$ cat config.mk
export PLATFORM = sky130hd
export DESIGN_NAME = seven_segment_scanner
export DESIGN_NICKNAME = d
export VERILOG_FILES = /design/src/rtl/seven_segment_scanner.sv
export SDC_FILE = /design/constraint.sdc
export NUM_CORES = 1
export LEC_CHECK = 0
export ABC_AREA = 1
export BUFFER_PORTS_ARGS = -buffer_cell sky130_fd_sc_hd__buf_2
export CORE_MARGIN = 2
export CORE_UTILIZATION = 50
export DETAILED_ROUTE_END_ITERATION = 10
export PLACE_DENSITY = 0.73
export SYNTH_ARGS = -nofsm -noshare
export SYNTH_HDL_FRONTEND = slang
export SYNTH_SLANG_ARGS = --single-unit
$ cat constraint.sdc
create_clock -name clk -period 1.9 [get_ports clk]
set_input_delay 0.38 -clock clk [delete_from_list [all_inputs] [get_ports clk]]
set_output_delay 0.38 -clock clk [all_outputs]
set_load 0.03 [all_outputs]
$ cat src/rtl/seven_segment_scanner.sv
// seven_segment_scanner
//   Time-multiplexed driver for NUM_DIGITS common-anode seven-segment digits.
//   A packed value word (one hex nibble per digit) is captured into a pending
//   shadow register on 'load'. It is committed to the displayed (active)
//   register only at frame boundaries, so a frame never shows two different
//   words. Digits are scanned one at a time, and each digit stays lit for
//   REFRESH_DIV clocks. A digit is blanked when its per-digit mask bit is set,
//   or when it is a leading zero and lz_blank is set.
//
//   Optional build macro: SEVEN_SEGMENT_SCANNER_DIM_EN
//     Adds a 'brightness' input. The lit digit is enabled for brightness/16
//     of each slot. brightness is sampled at every frame boundary.
//
// Ports
//   clk         in   system clock
//   rst_n       in   asynchronous active-low reset
//   value       in   packed nibbles; digit 0 = value[3:0] (rightmost)
//   load        in   one-cycle strobe; captures value and blank_mask
//   blank_mask  in   1 = force that digit blank (captured with value)
//   lz_blank    in   1 = blank leading zeros (digit 0 excepted), live input
//   brightness  in   [DIM_EN only] 0..15 duty of each digit slot
//   seg         out  active-low segments {g,f,e,d,c,b,a}
//   an          out  active-low digit enables, one-hot-low
//   digit_idx   out  index of the digit currently being scanned
//   frame_tick  out  one-cycle pulse when digit_idx wraps to 0
module seven_segment_scanner #(
  parameter int unsigned NUM_DIGITS  = 4,
  parameter int unsigned REFRESH_DIV = 50000,
  parameter int unsigned CNT_W       = 16,
  localparam int unsigned IDX_W      = (NUM_DIGITS > 1) ? $clog2(NUM_DIGITS) : 1
) (
  input  logic                    clk,
  input  logic                    rst_n,
  input  logic [4*NUM_DIGITS-1:0] value,
  input  logic                    load,
  input  logic [NUM_DIGITS-1:0]   blank_mask,
  input  logic                    lz_blank,
`ifdef SEVEN_SEGMENT_SCANNER_DIM_EN
  input  logic [3:0]              brightness,
`endif
  output logic [6:0]              seg,
  output logic [NUM_DIGITS-1:0]   an,
  output logic [IDX_W-1:0]        digit_idx,
  output logic                    frame_tick
);

  // Active-low hex decode, bit order {g,f,e,d,c,b,a}.
  function automatic logic [6:0] f_hex7(input logic [3:0] nib);
    logic [6:0] s;
    case (nib)
      4'h0:    s = 7'h40;
      4'h1:    s = 7'h79;
      4'h2:    s = 7'h24;
      4'h3:    s = 7'h30;
      4'h4:    s = 7'h19;
      4'h5:    s = 7'h12;
      4'h6:    s = 7'h02;
      4'h7:    s = 7'h78;
      4'h8:    s = 7'h00;
      4'h9:    s = 7'h10;
      4'hA:    s = 7'h08;
      4'hB:    s = 7'h03;
      4'hC:    s = 7'h46;
      4'hD:    s = 7'h21;
      4'hE:    s = 7'h06;
      default: s = 7'h0E;
    endcase
    return s;
  endfunction

  localparam logic [6:0] SEG_BLANK = 7'h7F;

  // ---------------------------------------------------------------------------
  // Scan timing
  // ---------------------------------------------------------------------------
  logic [CNT_W-1:0] r_presc;
  logic [IDX_W-1:0] r_digit_idx;
  logic             r_frame_tick;
  logic             w_presc_wrap;
  logic             w_idx_last;

  assign w_presc_wrap = (r_presc == CNT_W'(REFRESH_DIV - 1));
  assign w_idx_last   = (r_digit_idx == IDX_W'(NUM_DIGITS - 1));

  always_ff @(posedge clk or negedge rst_n) begin
    if (!rst_n) begin
      r_presc      <= '0;
      r_digit_idx  <= '0;
      r_frame_tick <= 1'b0;
    end else if (w_presc_wrap) begin
      r_presc      <= '0;
      r_digit_idx  <= w_idx_last ? '0 : r_digit_idx + IDX_W'(1);
      r_frame_tick <= w_idx_last;
    end else begin
      r_presc      <= r_presc + CNT_W'(1);
      r_frame_tick <= 1'b0;
    end
  end

  // ---------------------------------------------------------------------------
  // Pending / active value registers
  // ---------------------------------------------------------------------------
  logic [4*NUM_DIGITS-1:0] r_pend;
  logic [4*NUM_DIGITS-1:0] r_active;
  logic [NUM_DIGITS-1:0]   r_pend_mask;
  logic [NUM_DIGITS-1:0]   r_active_mask;
  logic                    r_pend_valid;
  logic                    w_commit;
  logic [4*NUM_DIGITS-1:0] w_active_nxt;
  logic [NUM_DIGITS-1:0]   w_mask_nxt;

  assign w_commit = r_frame_tick & r_pend_valid;

  // The output register for digit 0 is loaded on the same edge as the commit.
  // So the decoder looks at the value the active register is about to take.
  // Otherwise digit 0 would briefly show the previous word.
  assign w_active_nxt = w_commit ? r_pend      : r_active;
  assign w_mask_nxt   = w_commit ? r_pend_mask : r_active_mask;

  always_ff @(posedge clk or negedge rst_n) begin
    if (!rst_n) begin
      r_pend        <= '0;
      r_pend_mask   <= '0;
      r_pend_valid  <= 1'b0;
      r_active      <= '0;
      r_active_mask <= '0;
    end else begin
      r_active      <= w_active_nxt;
      r_active_mask <= w_mask_nxt;
      if (load) begin
        r_pend      <= value;
        r_pend_mask <= blank_mask;
      end
      // A load that coincides with a commit stays pending for the next frame.
      if (load)
        r_pend_valid <= 1'b1;
      else if (w_commit)
        r_pend_valid <= 1'b0;
    end
  end

  // ---------------------------------------------------------------------------
  // Digit select, leading-zero detection and decode
  // ---------------------------------------------------------------------------
  logic [3:0]            w_nib;
  logic                  w_mask_bit;
  logic [NUM_DIGITS-1:0] w_upper_zero;  // bit i: nibbles i..NUM_DIGITS-1 all zero
  logic [NUM_DIGITS-1:0] w_an_onehot;
  logic                  w_blank;
  logic [6:0]            w_seg_dec;

  always_comb begin
    w_nib       = '0;
    w_mask_bit  = 1'b0;
    w_an_onehot = '1;
    for (int unsigned i = 0; i < NUM_DIGITS; i++) begin
      if (r_digit_idx == IDX_W'(i)) begin
        w_nib          = w_active_nxt[4*i +: 4];
        w_mask_bit     = w_mask_nxt[i];
        w_an_onehot[i] = 1'b0;
      end
    end
  end

  always_comb begin
    logic v_run;
    v_run        = 1'b1;
    w_upper_zero = '0;
    for (int unsigned k = 0; k < NUM_DIGITS; k++) begin
      v_run = v_run & (w_active_nxt[4*(NUM_DIGITS-1-k) +: 4] == 4'h0);
      w_upper_zero[NUM_DIGITS-1-k] = v_run;
    end
  end

  always_comb begin
    logic v_upper_zero;
    v_upper_zero = 1'b0;
    for (int unsigned i = 0; i < NUM_DIGITS; i++) begin
      if (r_digit_idx == IDX_W'(i))
        v_upper_zero = w_upper_zero[i];
    end
    w_blank   = w_mask_bit |
                (lz_blank & (r_digit_idx != '0) & v_upper_zero);
    w_seg_dec = w_blank ? SEG_BLANK : f_hex7(w_nib);
  end

  // ---------------------------------------------------------------------------
  // Slot enable (dimming)
  // ---------------------------------------------------------------------------
  logic w_slot_on;

`ifdef SEVEN_SEGMENT_SCANNER_DIM_EN
  logic [3:0] r_bright;
  logic [3:0] w_bright_nxt;

  // Same look-ahead as the value word, so that a new brightness applies to
  // the whole frame starting with digit 0.
  assign w_bright_nxt = r_frame_tick ? brightness : r_bright;
  assign w_slot_on    = (r_presc[CNT_W-1 -: 4] < w_bright_nxt);

  always_ff @(posedge clk or negedge rst_n) begin
    if (!rst_n)
      r_bright <= '0;
    else
      r_bright <= w_bright_nxt;
  end
`else
  assign w_slot_on = 1'b1;
`endif

  // ---------------------------------------------------------------------------
  // Registered outputs
  // ---------------------------------------------------------------------------
  logic [6:0]            r_seg;
  logic [NUM_DIGITS-1:0] r_an;

  always_ff @(posedge clk or negedge rst_n) begin
    if (!rst_n) begin
      r_seg <= SEG_BLANK;
      r_an  <= '1;
    end else begin
      r_seg <= w_slot_on ? w_seg_dec   : SEG_BLANK;
      r_an  <= w_slot_on ? w_an_onehot : '1;
    end
  end

  assign seg        = r_seg;
  assign an         = r_an;
  assign digit_idx  = r_digit_idx;
  assign frame_tick = r_frame_tick;

endmodule

Word-level counts from Yosys, hierarchy flattened. Memory sizes are Yosys's and may differ from the RTL's. Index checks and enable logic that the tools add are counted.

Add/sub/neg operators: 2. Eq/ne operators: 4. Mux-type cells: 24. Bitwise gates (word level): 7. Reduce and logical (&&, ||, !) cells: 7.

Operators by type and width (number): $mux W16 (2); $mux W4 (5); $add A16 B1 Y16 const B (1); $eq A16 B16 Y1 const B (1); $logic_not A4 Y1 (4); $mux W1 (15); $mux W7 (1); $and A1 B1 Y1 (6); $eq A2 B2 Y1 const B (2); $reduce_bool A2 Y1 (2); $add A2 B1 Y2 const B (1); $eq A2 B1 Y1 const B (1); $logic_not A2 Y1 (1); $mux W2 (1); $or A1 B1 Y1 (1).

Register bits after elaboration: 71. Memory bits (read-only): 112. Input bits: 24. Output and inout port bits: 14. Word-level logic and storage cells: 55. Memories: 1.

Memory list: (no name shown) (words 16, width 7, read ports 1, clocked after memory_dff 0, write ports 0, line 50) `case (nib)`.

Logic depth before layout (Yosys ltp). Gate-level depths: netlist of the first run.

Depth after elaboration: 13. Mapped depth: 16. Mapped depth without buffers: 15.

Worst setup path after synthesis of the first run. No wires, ideal clock.

Path kind: register to register. Start: register r_digit_idx[1] (netlist: digit_idx[1]). End: register r_seg[0] (netlist: seg[0]). Library setup time: 0.088 ns. Arrival time: 2.018 ns. Required time: 1.812 ns. Path slack: -0.206 ns. Cell stages (with the launch flop): 14. Path buffers: 0. Period minus slack after synthesis: 2.106 ns. Cell sequence: dfrtp_1 inv_1 ha_1 nor2_1 nand2_1 nand2_1 nand2_1 nand2_1 nand2_1 ha_1 inv_1 nand3_1 nand3_1 nand3_1.

Word-level cells in the longest chain between the ends: 8. Elaborated cells on any way between the ends: 22.

Ends and longest elaborated chain: start: declaration (line 77) `logic [IDX_W-1:0] r_digit_idx;`; start signal: assignment (line 92) `r_digit_idx <= w_idx_last ? '0 : r_digit_idx + IDX_W'(1);`; branches (longest 7 deep; another with $mem_v2 Z16 W7); $mux W7 * (line 184) `w_seg_dec = w_blank ? SEG_BLANK : f_hex7(w_nib);`; named net w_seg_dec[0] (line 150) `logic [6:0] w_seg_dec;`; end signal: assignment (line 222) `r_seg <= w_slot_on ? w_seg_dec : SEG_BLANK;`; end: declaration (line 214) `logic [6:0] r_seg;`.

Mark *: on every way through the listed nets, which the timed path passes. A chain may end at the register's enable or synchronous reset.

Worst setup path in the final report of the first run.
Start: register r_digit_idx[1] (netlist: digit_idx[1]). End: register r_seg[3] (netlist: seg[3]).

The elaborated chain is that of the path after synthesis.

==> flow_summary.toml, run 1 <==
[global_routing]
top_usage_layer = "met2"
grt_use_met3_pct = 5.88
overflow = 0
grt_max_degree = 72
grt_usage_pct = 19.8
grt_pass1_vias = 2601
grtUsageMet2_pct = 31.4
grt_pass1_wl_um = 11600
grt_antenna_before_repair = 0
grtUsageMet1_pct = 25.5

[sta]
rsz0062_at_grt = "true"
skew_ns = 0.00489
layout_min_cycle_time_ns = 1.85
timing.hold.ws_ns = 0.0393
hold_viol = 0
post-route-period-util_pct = 97.5
finalSetupViolations = 0
slew_headroom_pct = 67.3
clock.fmax_mhz = 540
max_slew.worst_pin.slew_ns = 0.486
slew_viol_final = 0

[synthesis]
ys_warn_count = 0
syn_inst = 415
ys_seq_elements = 71
ys_seq_area_share_pct = 51.6
ys_types = 33
avgSynthCellArea_um2 = 8.36
postSynthNetCount = 450
synth_area_um2 = 3470

[power]
power_per_cell_area_nw_per_um2 = 647
leakagePower_nw = 2.28
ir_drop_v = 0.000562

[floorplanning]
die_h_um = 87.3
io_pins = 38
dieArea_um2 = 7620
rows = 30
core_area_um2 = 6760
initial_utilization_pct = 51.4
fp.dieW_um = 87.3

[worst_setup_path]
crit_top_cell = "nand3_2"
required_ns = 2.16
start_kind = "flip-flop"
r2r-start = "digit_idx[1]$_DFFE_PN0N_"
crit_chain = "inv_2 -> ha_4 -> inv_2 -> nor2_4 -> nand3_2 -> nand3_2 -> nand3_2 -> nand2_4 -> inv_4 -> ha_1 -> nand3_1 -> nand2_1 -> nand2_1 -> nand3_1"
cp_max_fo = 5
critPathMaxStageDelay_ns = 0.42
rrSetupSlack_ns = 0.05
worstSetupPathType = "reg2reg"
ff2ff_path_depth = 14
crit_arrival_ns = 2.11
slowest_stage = "dfrtp_2"
end_kind = "flip-flop"
worstReg2RegEnd = "seg[3]$_DFF_PN1_"

[clocking]
clock_latency_ns = 0.34
cts_buffer_depth = 2
cts_made_buffers = 9
cts_tree = "done"
cts.sink_count = 71
cts_root_buf = "clkbuf_8"
htreeDepth = 3
cts.clk_slew.worst_paths_ns = 0.07

[final_layout]
stdcell_area_um2 = 4250
antenna_cells = 0
nNetsFinal = 514
fillCellCount = 572
fin_cells = 564
final_layout_size_suffix_gt1_share_pct = 28.7
syn_to_final_growth_pct = 22.5

[route]
finalWirelength_um = 7560
drt_iter0_markers = 176
drtPass1Iterations = 4
wl_per_cell_um = 13.4
drc = 0
vias = 2851
via_per_inst = 5.05
ant_nets = 0

[place]
io_buffer_count = 37
dpl.hpwl_um = 4940
gp_congestion = 0.920
dp.cells = 537
dpl_cell_area_um2 = 3810

[min_path]
hold_path.class = "in2async"

[flow_run]
max-cap-violations = 0

[outcome]
status = "complete, no violations"
synthesized netlist by cell type (all sizes together):
library cell | count | share of area (%)
a21oi | 7 | 1.3
buf | 5 | 1.7
dfstp | 11 | 8.3
nor4 | 1 | 0.18
o21a | 2 | 0.43
nand3b | 1 | 0.22
and2 | 2 | 0.36
nor3b | 1 | 0.22
clkbuf | 5 | 0.54
inv | 60 | 6.5
nand2b | 1 | 0.18
nand4 | 6 | 1.1
ha | 11 | 4.0
o211ai | 1 | 0.36
xor2 | 5 | 1.3
nor2 | 22 | 2.4
dfrtp | 60 | 43
nand2 | 139 | 16
clkinv | 1 | 0.11
o21ai | 23 | 3.7
nor3 | 9 | 1.8
xnor2 | 1 | 0.25
nand3 | 41 | 6.1
worst max-delay path by stage:
stage	from	endpoint	slack, ns
finish	digit_idx[1]$_DFFE_PN0N_	seg[3]$_DFF_PN1_	0.05
global route	r_pend_valid$_DFFE_PN0P_	seg[2]$_DFF_PN1_	-0.09
detailed placement	digit_idx[0]$_DFFE_PN0N_	seg[3]$_DFF_PN1_	-0.02
floorplan	digit_idx[0]$_DFFE_PN0N_	seg[0]$_DFF_PN1_	0.0006
global placement	digit_idx[0]$_DFFE_PN0N_	seg[3]$_DFF_PN1_	0.08
CTS	digit_idx[1]$_DFFE_PN0N_	seg[3]$_DFF_PN1_	0.005
worst max-delay path: cells and delay by family (launching register included):
| kind | cells | cell delay, ns |
|---|---|---|
| buf+inv | 3 | 0.22 |
| fa+ha+maj | 2 | 0.34 |
| flops | 1 | 0.42 |
| simple gates | 9 | 0.80 |
logic make-up (layout without fill, tap and decap cells):
kind of cell | count (synthesis) | in the layout | share of synthesized area [%]
AND/OR/NAND/NOR | 223 | 224 | 28.2
flip-flops | 71 | 71 | 51.6
buffers and inverters | 71 | 139 | 8.87
AO/OA/AOI/OAI | 33 | 33 | 5.88
adder cells (fa/ha/maj) | 11 | 11 | 3.97
XOR/XNOR | 6 | 6 | 1.51
stage by stage:
stage	setup WS [ns]	util (%)	total power, mW	TNS, ns
after detailed placement	-0.0150	56.4	1.71	-0.0199
after floorplan	0.000602	-	1.64	0
after global routing	-0.0910	62.9	2.86	-0.504
final	0.0470	62.9	2.75	0
after CTS	0.00501	59.0	2.79	0
after global placement	0.0773	56.4	1.71	0
registers in the layout, indices dropped and copies added, names as in the netlist:
register / flops
frame_tick: 1
an: 4
r_active: 16
r_presc: 16
r_pend: 16
r_active_mask: 4
r_pend_valid: 1
digit_idx: 2
r_pend_mask: 4
seg: 7
layout by cell type, fill, tap and decap left out, types with 4 or more instances in the layout:
| cell | count |
|---|---|
| a21oi_1 | 5 |
| buf_2 | 37 |
| buf_4 | 20 |
| buf_6 | 4 |
| clkbuf_1 | 4 |
| clkbuf_8 | 11 |
| dfrtp_1 | 56 |
| dfrtp_2 | 4 |
| dfstp_2 | 11 |
| ha_4 | 5 |
| inv_1 | 52 |
| inv_2 | 5 |
| nand2_1 | 125 |
| nand2_2 | 11 |
| nand3_1 | 37 |
| nand4_1 | 6 |
| nor2_1 | 19 |
| nor3_1 | 7 |
| o21ai_0 | 12 |
| o21ai_1 | 4 |
| o21ai_2 | 7 |
| xor2_1 | 5 |
area by class of cell:
cell class / count / area, µm² / share of cell area, %
Multi-Input combinational cell: 274 / 1550 / 36.4
Clock buffer: 15 / 166 / 3.91
Inverter: 61 / 236 / 5.56
Clock inverter: 1 / 5.00 / 0.118
Tap cell: 80 / 100 / 2.35
Timing Repair Buffer: 62 / 400 / 9.41
Sequential cell: 71 / 1800 / 42.2
report_power, final:
part | switching, mW | total (mW) | internal, mW
clock | 0.524 | 1.07 | 0.546
combinational | 0.0731 | 0.113 | 0.0397
sequential | 0.0182 | 1.57 | 1.55
total | 0.616 | 2.75 | 2.14
metal layers:
metal	share of wire, %	vias up	wire length (µm)
met4	2.5	0	188
li1	-	1428	-
met5	0	-	0
met1	45	1341	3390
met2	48	65	3630
met3	4.6	17	348
timing repair:
| action | CTS | global route |
|---|---|---|
| gates cloned | 0 | 1 |
| pin swaps | 0 | 10 |
| endpoints found under the setup margin | 4 | 9 |
| hold buffers | 0 | 0 |
| gates resized for setup | 2 | 46 |
| buffers inserted | 0 | 10 |
| endpoints found under the hold margin | 0 | 0 |
Power figures use the tool's default switching activity.
==> inputs of run 2 (changes only) <==
Settings changed: GPL_ROUTABILITY_DRIVEN set to 0, SETUP_SLACK_MARGIN set to 0.15.
==> run 2 against run 1 <==
Net effect: fmax is 1.5% lower; first-iteration DRC count is 2.8% higher; non-clock buffer count is 12 higher; clock power is 14% higher; largest power group unchanged; highest routed layer unchanged.
==> flow_summary.toml, run 2 (synthesized netlist as in run 1, its figures left out) <==
[floorplanning]
core_area_um2 = 6760
io_pins = 38
die_h_um = 87.3
initial_utilization_pct = 51.4
rows = 30
fp.dieW_um = 87.3
dieArea_um2 = 7620

[final_layout]
final_layout_size_suffix_gt1_share_pct = 37.0
postLayoutCoreUtil_pct = 67.4
top_regs = "r_active: 16 flops, r_pend: 16 flops, r_presc: 16 flops"
fillCellCount = 509
antenna_cells = 0
mostFrequentLayoutCells = "nand2_1 (113), dfrtp_1 (56), inv_1 (51)"
fin_cells = 577
layout_commonest_cell = "nand2_1"
syn_to_final_growth_pct = 31.3
nNetsFinal = 527
stdcell_area_um2 = 4560

[global_routing]
grt_usage_pct = 23.4
grt_use_met3_pct = 4.83
grt_pass1_vias = 2914
grt_max_degree = 72
grt_antenna_before_repair = 0
grt_pass1_wl_um = 13700
overflow = 0
top_usage_layer = "met2"
grtUsageMet1_pct = 30.1
grtUsageMet2_pct = 38.3

[power]
switching_share_pct = 23.3
p_clk_share_pct = 41.9
power_frac_comb_pct = 4.0
p_seq_share_pct = 54.1
power_per_cell_area_nw_per_um2 = 637
leakagePower_nw = 2.41
p_sw_mw = 0.676
ir_drop_v = 0.000441
internal_power_mw = 2.23

[worst_setup_path]
end_kind = "flip-flop"
start_kind = "flip-flop"
required_ns = 2.20
worstSetupPathType = "reg2reg"
cp_max_fo = 5
crit_arrival_ns = 2.19

[clocking]
htreeDepth = 3
cts_made_buffers = 9
cts_buffer_depth = 2
cts_tree = "done"
cts.clk_slew.worst_paths_ns = 0.08
clock_latency_ns = 0.36
cts.sink_count = 71
cts_root_buf = "clkbuf_8"

[flow_run]
max-cap-violations = 0

[sta]
hold_viol = 0
post-route-period-util_pct = 99.0
slew_viol_final = 0
slew_headroom_pct = 70.8
finalSetupViolations = 0
layout_min_cycle_time_ns = 1.88
max_slew.worst_pin.slew_ns = 0.437
skew_ns = 0.0118
rsz0062_at_grt = "true"
clock.fmax_mhz = 532

[route]
drc = 0
via_per_inst = 5.20
finalWirelength_um = 8940
drt_iter0_markers = 181
wl_per_cell_um = 15.5
vias = 2998
drtPass1Iterations = 5
ant_nets = 0

[min_path]
hold_path.class = "in2async"

[place]
dp.cells = 536
dpl.hpwl_um = 5180
dpl_cell_area_um2 = 3810
io_buffer_count = 37

[outcome]
status = "complete, no violations"
## run 2: cell types whose count changed in the layout (fill, tap and decap cells not counted), sizes merged
cell,previous run,this run
clkinv,2,3
clkbuf,15,12
nand2,140,141
bufinv,0,1
clkinvlp,0,1
buf,62,74
## run 2: area by class of cell
type                       count  area [µm²]  share of cell area, %
sequential                    71        1800                   39.4
timing repair buffer          74         507                   11.1
multi-input combinational    275        1710                   37.6
clock inverter                 4        45.0                  0.988
tap                           80         100                   2.20
inverter                      61         250                   5.49
clock buffer                  12         145                   3.19
## run 2: final timing paths
path | slack, ns | end | startpoint | cells past startpoint
worst min-delay path | 0.04 | r_pend[4]$_DFFE_PN0P_ | rst_n | 2
min in group clk | 0.22 | r_pend[4]$_DFFE_PN0P_ | value[4] | 3
worst min register to register | 0.47 | r_pend_mask[2]$_DFFE_PN0P_ | r_pend_mask[2]$_DFFE_PN0P_ | 2
worst max-delay path | 0.02 | seg[5]$_DFF_PN1_ | digit_idx[1]$_DFFE_PN0N_ | 14
max in group asynchronous | 1.52 | an[2]$_DFF_PN1_ | rst_n | 2
worst max register to register | 0.02 | seg[5]$_DFF_PN1_ | digit_idx[1]$_DFFE_PN0N_ | 14
## run 2: power by group through the flow
| stage | logic, mW | registers [mW] | clock network (mW) |
|---|---|---|---|
| 2_1_floorplan | 0.0460 | 1.59 | 0 |
| 3_3_place_gp | 0.116 | 1.60 | 0 |
| 3_5_place_dp | 0.118 | 1.60 | 0 |
| 4_1_cts | 0.119 | 1.57 | 1.22 |
| 5_1_grt | 0.137 | 1.57 | 1.28 |
| 6_report | 0.115 | 1.57 | 1.22 |
## run 2: per-stage QoR
| stage | setup TNS [ns] | total power, mW | hold WS, ns | setup WS, ns |
|---|---|---|---|---|
| finish | 0 | 2.90 | 0.0419 | 0.0189 |
| global route | -0.308 | 2.99 | 0.0728 | -0.103 |
| CTS | 0 | 2.91 | 0.0580 | 0.111 |
| detailed placement | -0.101 | 1.71 | 0.437 | -0.0513 |
| global placement | 0 | 1.71 | 0.435 | 0.0462 |
| floorplan | 0 | 1.64 | 0.0844 | 0.0158 |
## run 2: critical path: stages (launching register included)
cell      delay [ns]
dfrtp_2         0.42
inv_2           0.12
ha_4            0.16
inv_4           0.04
nor2_4          0.12
nand2_1         0.07
nand2_1         0.08
nand2_1         0.07
nand2_2         0.08
nand2_4         0.09
ha_4            0.17
nand3b_1        0.16
nand2_1         0.09
nand2_1         0.07
nand3_2         0.07
## run 2: repair_timing
action,4_1_cts,5_1_grt
pin swaps,10,29
setup endpoints to repair,10,16
gates cloned,1,1
resized for setup,44,47
hold buffers,0,0
buffers inserted,13,10
## run 2: layer usage
layer	share of wire, %	up-vias
met2	50	72
met4	2.7	0
met1	44	1455
met3	3.6	21
li1	-	1450
met5	0	-
